`src/rtl/rtc_stopwatch_disp_if.sv`:
```
// Button inputs and multiplexed display outputs of the stopwatch stage.
// btn_lap exists only when RTC_LAP_EN is defined.
interface rtc_stopwatch_disp_if;
   logic       btn_ss;
   logic       btn_clr;
`ifdef RTC_LAP_EN
   logic       btn_lap;
`endif
   logic [3:0] an;
   logic [6:0] seg;
   logic       dp;
   logic       running;
   logic       wrap;

   modport master (
      output btn_ss,
      output btn_clr,
`ifdef RTC_LAP_EN
      output btn_lap,
`endif
      input  an,
      input  seg,
      input  dp,
      input  running,
      input  wrap
   );

   modport slave (
      input  btn_ss,
      input  btn_clr,
`ifdef RTC_LAP_EN
      input  btn_lap,
`endif
      output an,
      output seg,
      output dp,
      output running,
      output wrap
   );
endinterface

```
`src/rtl/rtc_stopwatch_disp.sv`:
```
// SS.hh BCD stopwatch with muxed active-low 4-digit seven-segment display.
// Optional lap freeze of the displayed value under macro RTC_LAP_EN.
module rtc_stopwatch_disp #(
   parameter int TICK_DIV     = 1000000,
   parameter int REFRESH_BITS = 18
) (
   input logic                 clock,
   input logic                 reset,
   rtc_stopwatch_disp_if.slave io
);

   localparam int PW = $clog2(TICK_DIV);
   localparam logic [PW-1:0] LAST = PW'(TICK_DIV - 1);

   logic                    prev_ss, prev_clr;
   logic                    hit_ss, hit_clr;
   logic                    running_q, wrap_q;
   logic [PW-1:0]           presc;
   logic [3:0]              d0, d1, d2, d3;
   logic [REFRESH_BITS-1:0] refresh;
   logic [3:0]              an_q;
   logic [6:0]              seg_q, seg_d;
   logic                    dp_q;
   logic                    tick, clr_ok, at_max;
   logic [1:0]              sel;
   logic [15:0]             shown;
   logic [3:0]              nib;

   always_comb begin
      tick   = running_q && (presc == LAST);
      clr_ok = hit_clr && !running_q;
      at_max = (d3 == 4'd5) && (d2 == 4'd9) &&
               (d1 == 4'd9) && (d0 == 4'd9);
      sel    = refresh[REFRESH_BITS-1 -: 2];
   end

   // Previous levels reset high so a button held through reset is not a press.
   always_ff @(posedge clock) begin
      if (reset) begin
         prev_ss  <= 1'b1;
         prev_clr <= 1'b1;
         hit_ss   <= 1'b0;
         hit_clr  <= 1'b0;
      end else begin
         prev_ss  <= io.btn_ss;
         prev_clr <= io.btn_clr;
         hit_ss   <= io.btn_ss & ~prev_ss;
         hit_clr  <= io.btn_clr & ~prev_clr;
      end
   end

   always_ff @(posedge clock) begin
      if (reset)
         running_q <= 1'b0;
      else if (hit_ss && !clr_ok)
         running_q <= !running_q;
   end

   always_ff @(posedge clock) begin
      if (reset) begin
         presc  <= '0;
         wrap_q <= 1'b0;
         d0     <= 4'd0;
         d1     <= 4'd0;
         d2     <= 4'd0;
         d3     <= 4'd0;
      end else begin
         wrap_q <= tick && at_max;
         if (clr_ok) begin
            presc <= '0;
            d0    <= 4'd0;
            d1    <= 4'd0;
            d2    <= 4'd0;
            d3    <= 4'd0;
         end else if (tick) begin
            presc <= '0;
            if (d0 != 4'd9) begin
               d0 <= d0 + 4'd1;
            end else begin
               d0 <= 4'd0;
               if (d1 != 4'd9) begin
                  d1 <= d1 + 4'd1;
               end else begin
                  d1 <= 4'd0;
                  if (d2 != 4'd9) begin
                     d2 <= d2 + 4'd1;
                  end else begin
                     d2 <= 4'd0;
                     d3 <= (d3 == 4'd5) ? 4'd0 : d3 + 4'd1;
                  end
               end
            end
         end else if (running_q) begin
            presc <= presc + 1'b1;
         end
      end
   end

`ifdef RTC_LAP_EN
   logic        prev_lap, hit_lap, freeze;
   logic [15:0] snap;

   always_ff @(posedge clock) begin
      if (reset) begin
         prev_lap <= 1'b1;
         hit_lap  <= 1'b0;
         freeze   <= 1'b0;
         snap     <= '0;
      end else begin
         prev_lap <= io.btn_lap;
         hit_lap  <= io.btn_lap & ~prev_lap;
         if (clr_ok) begin
            freeze <= 1'b0;
         end else if (hit_lap && running_q) begin
            freeze <= !freeze;
            if (!freeze)
               snap <= {d3, d2, d1, d0};
         end
      end
   end

   assign shown = freeze ? snap : {d3, d2, d1, d0};
`else
   assign shown = {d3, d2, d1, d0};
`endif

   always_comb begin
      nib   = shown[{sel, 2'b00} +: 4];
      seg_d = 7'h7F;
      unique case (nib)
         4'd0:    seg_d = 7'h40;
         4'd1:    seg_d = 7'h79;
         4'd2:    seg_d = 7'h24;
         4'd3:    seg_d = 7'h30;
         4'd4:    seg_d = 7'h19;
         4'd5:    seg_d = 7'h12;
         4'd6:    seg_d = 7'h02;
         4'd7:    seg_d = 7'h78;
         4'd8:    seg_d = 7'h00;
         4'd9:    seg_d = 7'h10;
         default: seg_d = 7'h7F;
      endcase
   end

   always_ff @(posedge clock) begin
      if (reset) begin
         refresh <= '0;
         an_q    <= 4'b1111;
         seg_q   <= 7'h7F;
         dp_q    <= 1'b1;
      end else begin
         refresh <= refresh + 1'b1;
         an_q    <= ~(4'b0001 << sel);
         seg_q   <= seg_d;
         dp_q    <= (sel != 2'd2);
      end
   end

   assign io.an      = an_q;
   assign io.seg     = seg_q;
   assign io.dp      = dp_q;
   assign io.running = running_q;
   assign io.wrap    = wrap_q;

endmodule

```
`src/flat_wrapper.sv`:
```
// flat-port wrapper written by rule: the top's interface ports become plain ports
module rtc_stopwatch_disp_flat 
#(
   parameter int TICK_DIV     = 1000000,
   parameter int REFRESH_BITS = 18
)
  (clock, reset, io_btn_ss, io_btn_clr, io_an, io_seg, io_dp, io_running, io_wrap);
  rtc_stopwatch_disp_if io_i ();
  input logic clock;
  input logic reset;
  input wire logic [$bits(io_i.btn_ss)-1:0] io_btn_ss;
  input wire logic [$bits(io_i.btn_clr)-1:0] io_btn_clr;
  output wire logic [$bits(io_i.an)-1:0] io_an;
  output wire logic [$bits(io_i.seg)-1:0] io_seg;
  output wire logic [$bits(io_i.dp)-1:0] io_dp;
  output wire logic [$bits(io_i.running)-1:0] io_running;
  output wire logic [$bits(io_i.wrap)-1:0] io_wrap;
  assign io_i.btn_ss = io_btn_ss;
  assign io_i.btn_clr = io_btn_clr;
  assign io_an = io_i.an;
  assign io_seg = io_i.seg;
  assign io_dp = io_i.dp;
  assign io_running = io_i.running;
  assign io_wrap = io_i.wrap;
  rtc_stopwatch_disp #(.TICK_DIV(TICK_DIV), .REFRESH_BITS(REFRESH_BITS)) u_core (.clock(clock), .reset(reset), .io(io_i));
endmodule
```
`config.mk`:
```
export PLATFORM = sky130hd
export DESIGN_NAME = rtc_stopwatch_disp_flat
export DESIGN_NICKNAME = d
export VERILOG_FILES = /design/src/rtl/rtc_stopwatch_disp_if.sv /design/src/rtl/rtc_stopwatch_disp.sv /design/src/flat_wrapper.sv
export SDC_FILE = /design/constraint.sdc
export NUM_CORES = 1
export LEC_CHECK = 0
export ABC_AREA = 0
export CAP_MARGIN = 20
export CORE_AREA = 2 2 74 83
export DETAILED_ROUTE_END_ITERATION = 10
export DIE_AREA = 0 0 76 85
export DONT_BUFFER_PORTS = 1
export PLACE_DENSITY = 0.74
export REMOVE_ABC_BUFFERS = 1
export SYNTH_ARGS = -nofsm -noshare
export SYNTH_HDL_FRONTEND = slang
export SYNTH_SLANG_ARGS = --single-unit
```
`constraint.sdc`:
```
create_clock -name clock -period 2.8 [get_ports clock]
set_input_delay 0 -clock clock [delete_from_list [all_inputs] [get_ports clock]]
set_output_delay 0 -clock clock [all_outputs]
set_load 0.03 [all_outputs]
```
### Word level (Yosys, flattened, before mapping)

Memories as Yosys holds them, arrays and structs flattened. A register that Yosys moved wholly into a read port is not among the register bits.
Index checks and enable logic that the tools add are counted.

* register bits: 65
* bits in read-only memories: 112
* memories kept: 1

* add/subtract/negate cells: 6
* equality and inequality tests: 9
* shifts and indexed selects: 2
* multiplexer cells: 4
* bitwise logic cells: 8
* reduce and logical (&&, ||, !) cells: 14

Memories
* (no name shown): depth 16, bits a word 7, read ports 1, clocked after memory_dff 1, wr ports 0, line rtc_stopwatch_disp.sv:130 `unique case (nib)`

Operators with widths (number)
* $add 20x1->20 const B: 1
* $eq 20x20->1 const B: 1
* $add 18x1->18 const B: 1
* $add 4x1->4 const B: 4
* $mux 4: 4
* $shiftx 16x5->4: 1
* $eq 4x4->1 const B: 3
* $ne 4x4->1 const B: 3
* $logic_and 1x1->1: 7
* $not 1->1: 5
* $eq 4x3->1 const B: 1
* $not 4->4: 1
* $reduce_and 4->1: 1
* $shl 1x2->4 const A: 1
* $reduce_and 3->1: 1
* $reduce_or 3->1: 1
* $and 1x1->1: 2
* $logic_not 1->1: 2
* $ne 2x2->1 const B: 1
* $reduce_and 2->1: 1
* $reduce_or 2->1: 1

### Depth between registers and ports, before layout

Gate-level depths: netlist (run 1).

* depth in word-level cells: 5
* gate-level depth with buffers: 7
* mapped depth without buffers: 6

### Worst setup path before layout (run 1)

No wires, ideal clock.

* path type: reg2reg
* start point: register u_core.running_q, in the netlist u_core.io.running
* end point: register u_core.d2[0]
* arrival: 2.076 ns
* path slack: 0.654 ns
* cell stages (with the launch flop): 7
* path buffers: 1
* clock period less this slack: 2.146 ns
* cell sequence: dfxtp_1 > buf_2 > nand4_1 > nor4b_4 > nand4_1 > or4_1 > a21oi_1

* longest elaborated chain between the ends: 3
* elaborated cells on any way between the ends: 5
* classes of those cells: reduce/logical: 5

RTL lines
* from (decl): line rtc_stopwatch_disp.sv:17 `logic running_q, wrap_q;`
* from (signal assigned): line rtc_stopwatch_disp.sv:56 `running_q <= !running_q;`
* $logic_not 1->1: line rtc_stopwatch_disp.sv:31 `clr_ok = hit_clr && !running_q;`
* $logic_and 1x1->1: line rtc_stopwatch_disp.sv:31
* $reduce_or 2->1 (no source line)
* to (signal assigned): line rtc_stopwatch_disp.sv:86 `d2 <= d2 + 4'd1;`
* to (decl): line rtc_stopwatch_disp.sv:19 `logic [3:0] d0, d1, d2, d3;`

Parallel ways exist; a longest one is shown, timed or not.
A chain may end at the register's enable or synchronous reset.

### Worst setup path in the final report (run 1)

* start point: register u_core.presc[7]
* end point: register u_core.d2[0]

* longest elaborated chain between the ends: 3

RTL lines
* from (decl): line rtc_stopwatch_disp.sv:18 `logic [PW-1:0] presc;`
* from (signal assigned): line rtc_stopwatch_disp.sv:94 `presc <= presc + 1'b1;`
* $eq 20x20->1: line rtc_stopwatch_disp.sv:30 `tick = running_q && (presc == LAST);`
* $logic_and 1x1->1: line rtc_stopwatch_disp.sv:30
* $reduce_and 3->1 (no source line)

Every way passes these cells.

==> results of run 1 <==
[registers in the layout (all words and copies together) (netlist names), 3 cells and up]
name            flops
u_core.d3           4
u_core.d1           4
u_core.d2           4
u_core.d0           4
u_core.io.an        3
u_core.io.seg       7
u_core.presc       20
u_core.refresh     18
[how the worst max path moves through the flow]
stage	from	to	slack [ns]	depth (start not counted)
global placement	u_core.presc[7]	u_core.d3[0]	0.64	5
CTS	u_core.presc[7]	u_core.d3[0]	0.52	5
detailed placement	u_core.presc[7]	u_core.d3[0]	0.55	5
floorplan	u_core.io.running	u_core.d2[0]	0.64	5
global route	u_core.presc[2]	u_core.d2[0]	0.37	5
finish	u_core.presc[7]	u_core.d2[0]	0.52	5
[cells in the final DEF (no fill, tap or decap), drive strengths merged, types with 5 or more instances in the layout]
cell    instances
nand2          24
ha              7
inv            17
nor2           58
o21ai          13
nand4          14
xor2           14
or3            12
mux2i           8
nand3          16
dfxtp          71
a21oi          19
xnor2          21
nor2b           5
and3            5
clkbuf         11
nor3            5
[final cells by class]
| class | instances | area (sq um) |
|---|---|---|
| Clock inverter | 5 | 56.3 |
| Tap cell | 77 | 96.3 |
| Clock buffer | 11 | 151 |
| Timing Repair Buffer | 5 | 45.0 |
| Multi-Input combinational cell | 261 | 1680 |
| Sequential cell | 71 | 1420 |
| Inverter | 17 | 63.8 |
| Fill cell | 492 | 2110 |
[worst max-delay path, cell delays in order (launching register included)]
cell	delay, ns
dfxtp_1	0.35
or4b_4	0.56
nor4_4	0.40
nand4_1	0.29
or4_1	0.47
a21oi_1	0.15
[power by group]
group | switching (mW) | internal, mW | total (mW)
logic | 0.0254 | 0.0146 | 0.0401
clock network | 0.371 | 0.458 | 0.829
registers | 0.0183 | 1.02 | 1.04
total | 0.415 | 1.49 | 1.91
[metal layers]
metal / vias up / wire length [microns]
met5: - / 0
met4: 0 / 87
met3: 9 / 140
met2: 23 / 2790
met1: 1117 / 2700
li1: 1247 / -
[timing repair]
item,in CTS,in global routing
hold buffers,3,0
setup endpoints to repair,0,0
hold endpoints to repair,34,0
[cells by family after synthesis]
kind of cell	count (synthesis)	share of synthesized area, %
AO/OA/AOI/OAI	41	6.99
XOR/XNOR	35	9.36
adder cells (fa/ha/maj)	7	2.67
buffers and inverters	35	5.23
flip-flops	71	43.4
multiplexers	13	5.20
AND/OR/NAND/NOR	165	27.1
[per-stage QoR]
| stage | hold slack, ns | power, mW |
|---|---|---|
| floorplan | 0.0667 | 1.08 |
| detailed placement | 0.0723 | 1.09 |
| finish | 0.213 | 1.91 |
| global placement | 0.0719 | 1.09 |
| global route | 0.222 | 1.97 |
| CTS | 0.205 | 1.93 |
==> impl_results.md, run 1 <==
* Status: completed
* Slew Viols, Final at 0
* Top cells by count, synth: 71 x dfxtp_1, 58 x nor2_1, 24 x nand2_1, 21 x xnor2_1, 19 x a21oi_1
* Share of layout cells above drive strength 1 at 8.65%
* Placed cell count at 428
* Grt met2 use at 32.5%
* Min-Delay Path Class: in2reg
* Remaining DRCs at 0
* # rows at 29
* Ys Warns at 0
* Via count at 2396
* Worst Path Max Fanout at 8
* Crit Path Category: reg2reg
* PnR worst setup slack at 0.517 ns
* Drt wl/cell at 12.8 microns
* Slew @ Worst Pin at 0.975 ns
* Fmax at 438 MHz
* Post-CTS resize count at 0
* Worst-Skew Late Latency at 0.34 ns
* Post-route ant nets at 0
* Leakage power at 1.22 nW
* Setup Skew at 0.00812 ns
* 1st-pass router iterations at 4
* Met1 Resource Use GR at 22.6%
* Top post-synthesis cells by area: dfxtp_1 43%, nor2_1 6.6%, xnor2_1 5.6%, xor2_1 3.7%, a21oi_1 2.9%
* WHS Path Cells at 2
* Gr busiest metal: met2
* WL final at 5.71 mm
* Port-buffer cells at 0
* Most used DFF post-synth: dfxtp_1
* Final Util at 62.5%
* Crit start category: register
* Area share of the largest cell type after synthesis at 43.4%
* Area growth syn-to-layout at 7.37%
* Root buf cell: clkbuf_8
* Post-Syn Area at 0.00327 sq mm
* Largest net degree at the start of global routing at 31
* Sequential element share of the synthesized area at 43.4%
* CTS Sinks at 71
* Max-cap check violation count at 0
* Min Tclk post-route at 2.28 ns
* IO Pins at 18
* Post-route cell area at 0.00352 sq mm
* Reg-to-reg startpoint: u_core.presc[7]
* Routability cong. at 0.811
* Die Wd at 76 microns
* Worst Path Arrival at 2.55 ns
* Worst VDD drop at 0.000353 V
* Synth Register Bits at 71
* Placement Setup Slack at 0.548 ns
* Antenna diodes at 0
* DP Wirelength at 3.86 mm
* GRT overflow at 0
* Worst Setup End Kind: register
* DIE AREA at 0.00646 sq mm
* Placed Area at 0.00328 sq mm
* Clock transition at path regs at 0.07 ns
* Die Y at 85 microns
* Core area at 0.00562 sq mm
* Post-CTS Setup Bufs at 0
* Vias in the first global route at 2343
* Final period utilization at 81.5%
* Pwr dens at 543 mW/mm^2
* Layout net count at 376
* Register-to-register setup slack at 0.52 ns
* Layout Cells excl Fill at 447
* Number of synthesized flops with an enable pin at 0
* Hold path start: reset
* CTS max path bufs at 2
* RSZ-0062 raised after global routing: no
* CTS tree: done
* Asr flop ratio synth at 0%
* R2R cell count at 5
* Initial core utilization at 58.2%
* Post-route setup TNS at 0 ns
* Most frequent cell after synthesis: dfxtp_1
* Vias/cell at 5.36
* Inserted Clock Buffers at 9
* Initial antenna violation count at 0
* First-pass GRT wire length at 9.99 mm
* Synth area leader: dfxtp_1
* Htree depth at 3
* Final hold violations at 0
* Reg-to-Reg End: u_core.d2[0]
* Cells after Synth at 367
* Distinct cell type count after synthesis at 45
* Overall Global Routing Usage at 19.2%
* Data required time of the worst path at 3.07 ns
* Hold EP: u_core.d0[0]
* Slew headroom at 34.8%
* Global-route met3 utilization at 5.00%
* Final setup vio count at 0
* Drt initial violations at 122
* Avg Cell Area, Syn at 8.92 sq um
Note: power is estimated with default switching activity, not from simulation.
==> run 2, diff against run 1 <==
==> constraint.sdc (replaced) <==
create_clock -name clock -period 2.35 [get_ports clock]
set_input_delay 0 -clock clock [delete_from_list [all_inputs] [get_ports clock]]
set_output_delay 0 -clock clock [all_outputs]
set_load 0.03 [all_outputs]
==> impl_results.md, run 2 (same netlist as run 1, synthesis figures left out) <==
* Status: completed
* Setup Skew at 0.00801 ns
* CTS tree: done
* Core area at 0.00562 sq mm
* Area growth syn-to-layout at 8.64%
* Placed cell count at 431
* Slew headroom at 32.5%
* Switching Fraction at 19.5%
* Vias/cell at 5.43
* Overall Global Routing Usage at 19.7%
* CP max stage delay at 0.57 ns
* Layout Cells excl Fill at 449
* WL final at 5.78 mm
* Die Wd at 76 microns
* Post-CTS Setup Bufs at 0
* IO Pins at 18
* Final hold violations at 0
* Max reg flops at 20
* Post-CTS resize count at 0
* Internal at 1.93 mW
* Min Tclk post-route at 2.07 ns
* Initial core utilization at 58.2%
* Top reg by flops: u_core.presc
* Combinational power share at 1.9%
* NetSw at 0.468 mW
* Pwr dens at 675 mW/mm^2
* Drt wl/cell at 12.9 microns
* Final period utilization at 88.3%
* Worst path cell trace: or4b_4 -> nor4_4 -> nand4_1 -> or4_1 -> a21oi_1
* Htree depth at 3
* Crit start category: register
* Final setup vio count at 0
* Fill count at 489
* DIE AREA at 0.00646 sq mm
* Antenna diodes at 0
* CTS max path bufs at 2
* Routability cong. at 0.825
* Clock transition at path regs at 0.07 ns
* # rows at 29
* Worst Path Arrival at 2.34 ns
* Die Y at 85 microns
* Worst Path Max Fanout at 6
* Largest net degree at the start of global routing at 31
* Commonest cells after routing, fill and taps aside: 71 x dfxtp_1, 58 x nor2_1, 24 x nand2_1
* Leakage power at 1.24 nW
* Min-Delay Path Class: in2reg
* Flop pwr share at 51.7%
* Worst VDD drop at 0.000440 V
* First-pass GRT wire length at 10.2 mm
* Slew @ Worst Pin at 1.01 ns
* RSZ-0062 raised after global routing: no
* Layout net count at 379
* Inserted Clock Buffers at 9
* Via count at 2436
* 1st-pass router iterations at 4
* CP max stage cell: or4b_4
* Root buf cell: clkbuf_8
* Data required time of the worst path at 2.62 ns
* Total Power at 2.40 mW
* Remaining DRCs at 0
* Hold_buf cts at 3
* Share of layout cells above drive strength 1 at 8.60%
* Fmax at 482 MHz
* Vias in the first global route at 2419
* Post-route ant nets at 0
* Post-route setup TNS at 0 ns
* Initial antenna violation count at 0
* Slew Viols, Final at 0
* Max-cap check violation count at 0
* DP Wirelength at 3.95 mm
* Crit Path Category: reg2reg
* Drt initial violations at 125
* Clk network pwr share at 46.4%
* Commonest non-fill, non-tap cell in the layout: dfxtp_1
* GRT overflow at 0
* Worst-Skew Late Latency at 0.34 ns
* Port-buffer cells at 0
* Worst Setup End Kind: register
* CTS Sinks at 71
run 2: cell count changes in the layout (fill, tap and decap cells not counted), sizes merged:
cell | previous run | this run
buf | 2 | 5
bufinv | 1 | 3
clkinv | 3 | 1
clkinvlp | 1 | 0
run 2: power by group through the flow:
stage / clock [mW] / sequential (mW) / combinational [mW]
3_3_place_gp: 0 / 1.27 / 0.0351
4_1_cts: 1.14 / 1.24 / 0.0468
2_1_floorplan: 0 / 1.27 / 0.0244
6_report: 1.12 / 1.24 / 0.0463
3_5_place_dp: 0 / 1.27 / 0.0352
5_1_grt: 1.19 / 1.24 / 0.0515
run 2: per-layer routing:
layer	wire, microns	vias up	GRT usage, %
met5	0	-	0
met4	123	0	9.26
met3	218	11	5.43
met2	2710	39	33.3
met1	2730	1133	23.4
li1	-	1253	-
run 2: through the flow:
step / cell area [sq um] / hold WS, ns / worst slack, ns / utilization, %
after floorplan: 3170 / 0.0667 / 0.185 / -
after global placement: 3300 / 0.0721 / 0.351 / 58.7
after detailed placement: 3300 / 0.0737 / 0.288 / 58.7
after CTS: 3560 / 0.206 / 0.280 / 63.2
after global routing: 3560 / 0.247 / 0.141 / 63.2
final: 3560 / 0.222 / 0.276 / 63.2
run 2: final timing paths:
| path | to | from | cells past startpoint | slack, ns |
|---|---|---|---|---|
| worst min-delay path | u_core.io.running | reset | 2 | 0.22 |
| worst max-delay path | u_core.d2[0] | u_core.presc[7] | 5 | 0.28 |
| worst min register to register | u_core.hit_ss | u_core.prev_ss | 1 | 0.39 |
| worst max register to register | u_core.d2[0] | u_core.presc[7] | 5 | 0.28 |
run 2: final cells by class:
| type | instances | area [sq um] | share of cell area, % |
|---|---|---|---|
| Clock buffer | 11 | 131 | 3.69 |
| Clock inverter | 4 | 95.1 | 2.67 |
| Inverter | 17 | 63.8 | 1.79 |
| Multi-Input combinational cell | 261 | 1680 | 47.3 |
| Sequential cell | 71 | 1420 | 40.0 |
| Tap cell | 77 | 96.3 | 2.71 |
| Timing Repair Buffer | 8 | 67.6 | 1.90 |
run 2: critical path, delay by kind of cell (launching register included):
family / cells / cell delay [ns]
flip-flops: 1 / 0.34
AO/OA/AOI/OAI: 1 / 0.14
AND/OR/NAND/NOR: 4 / 1.52
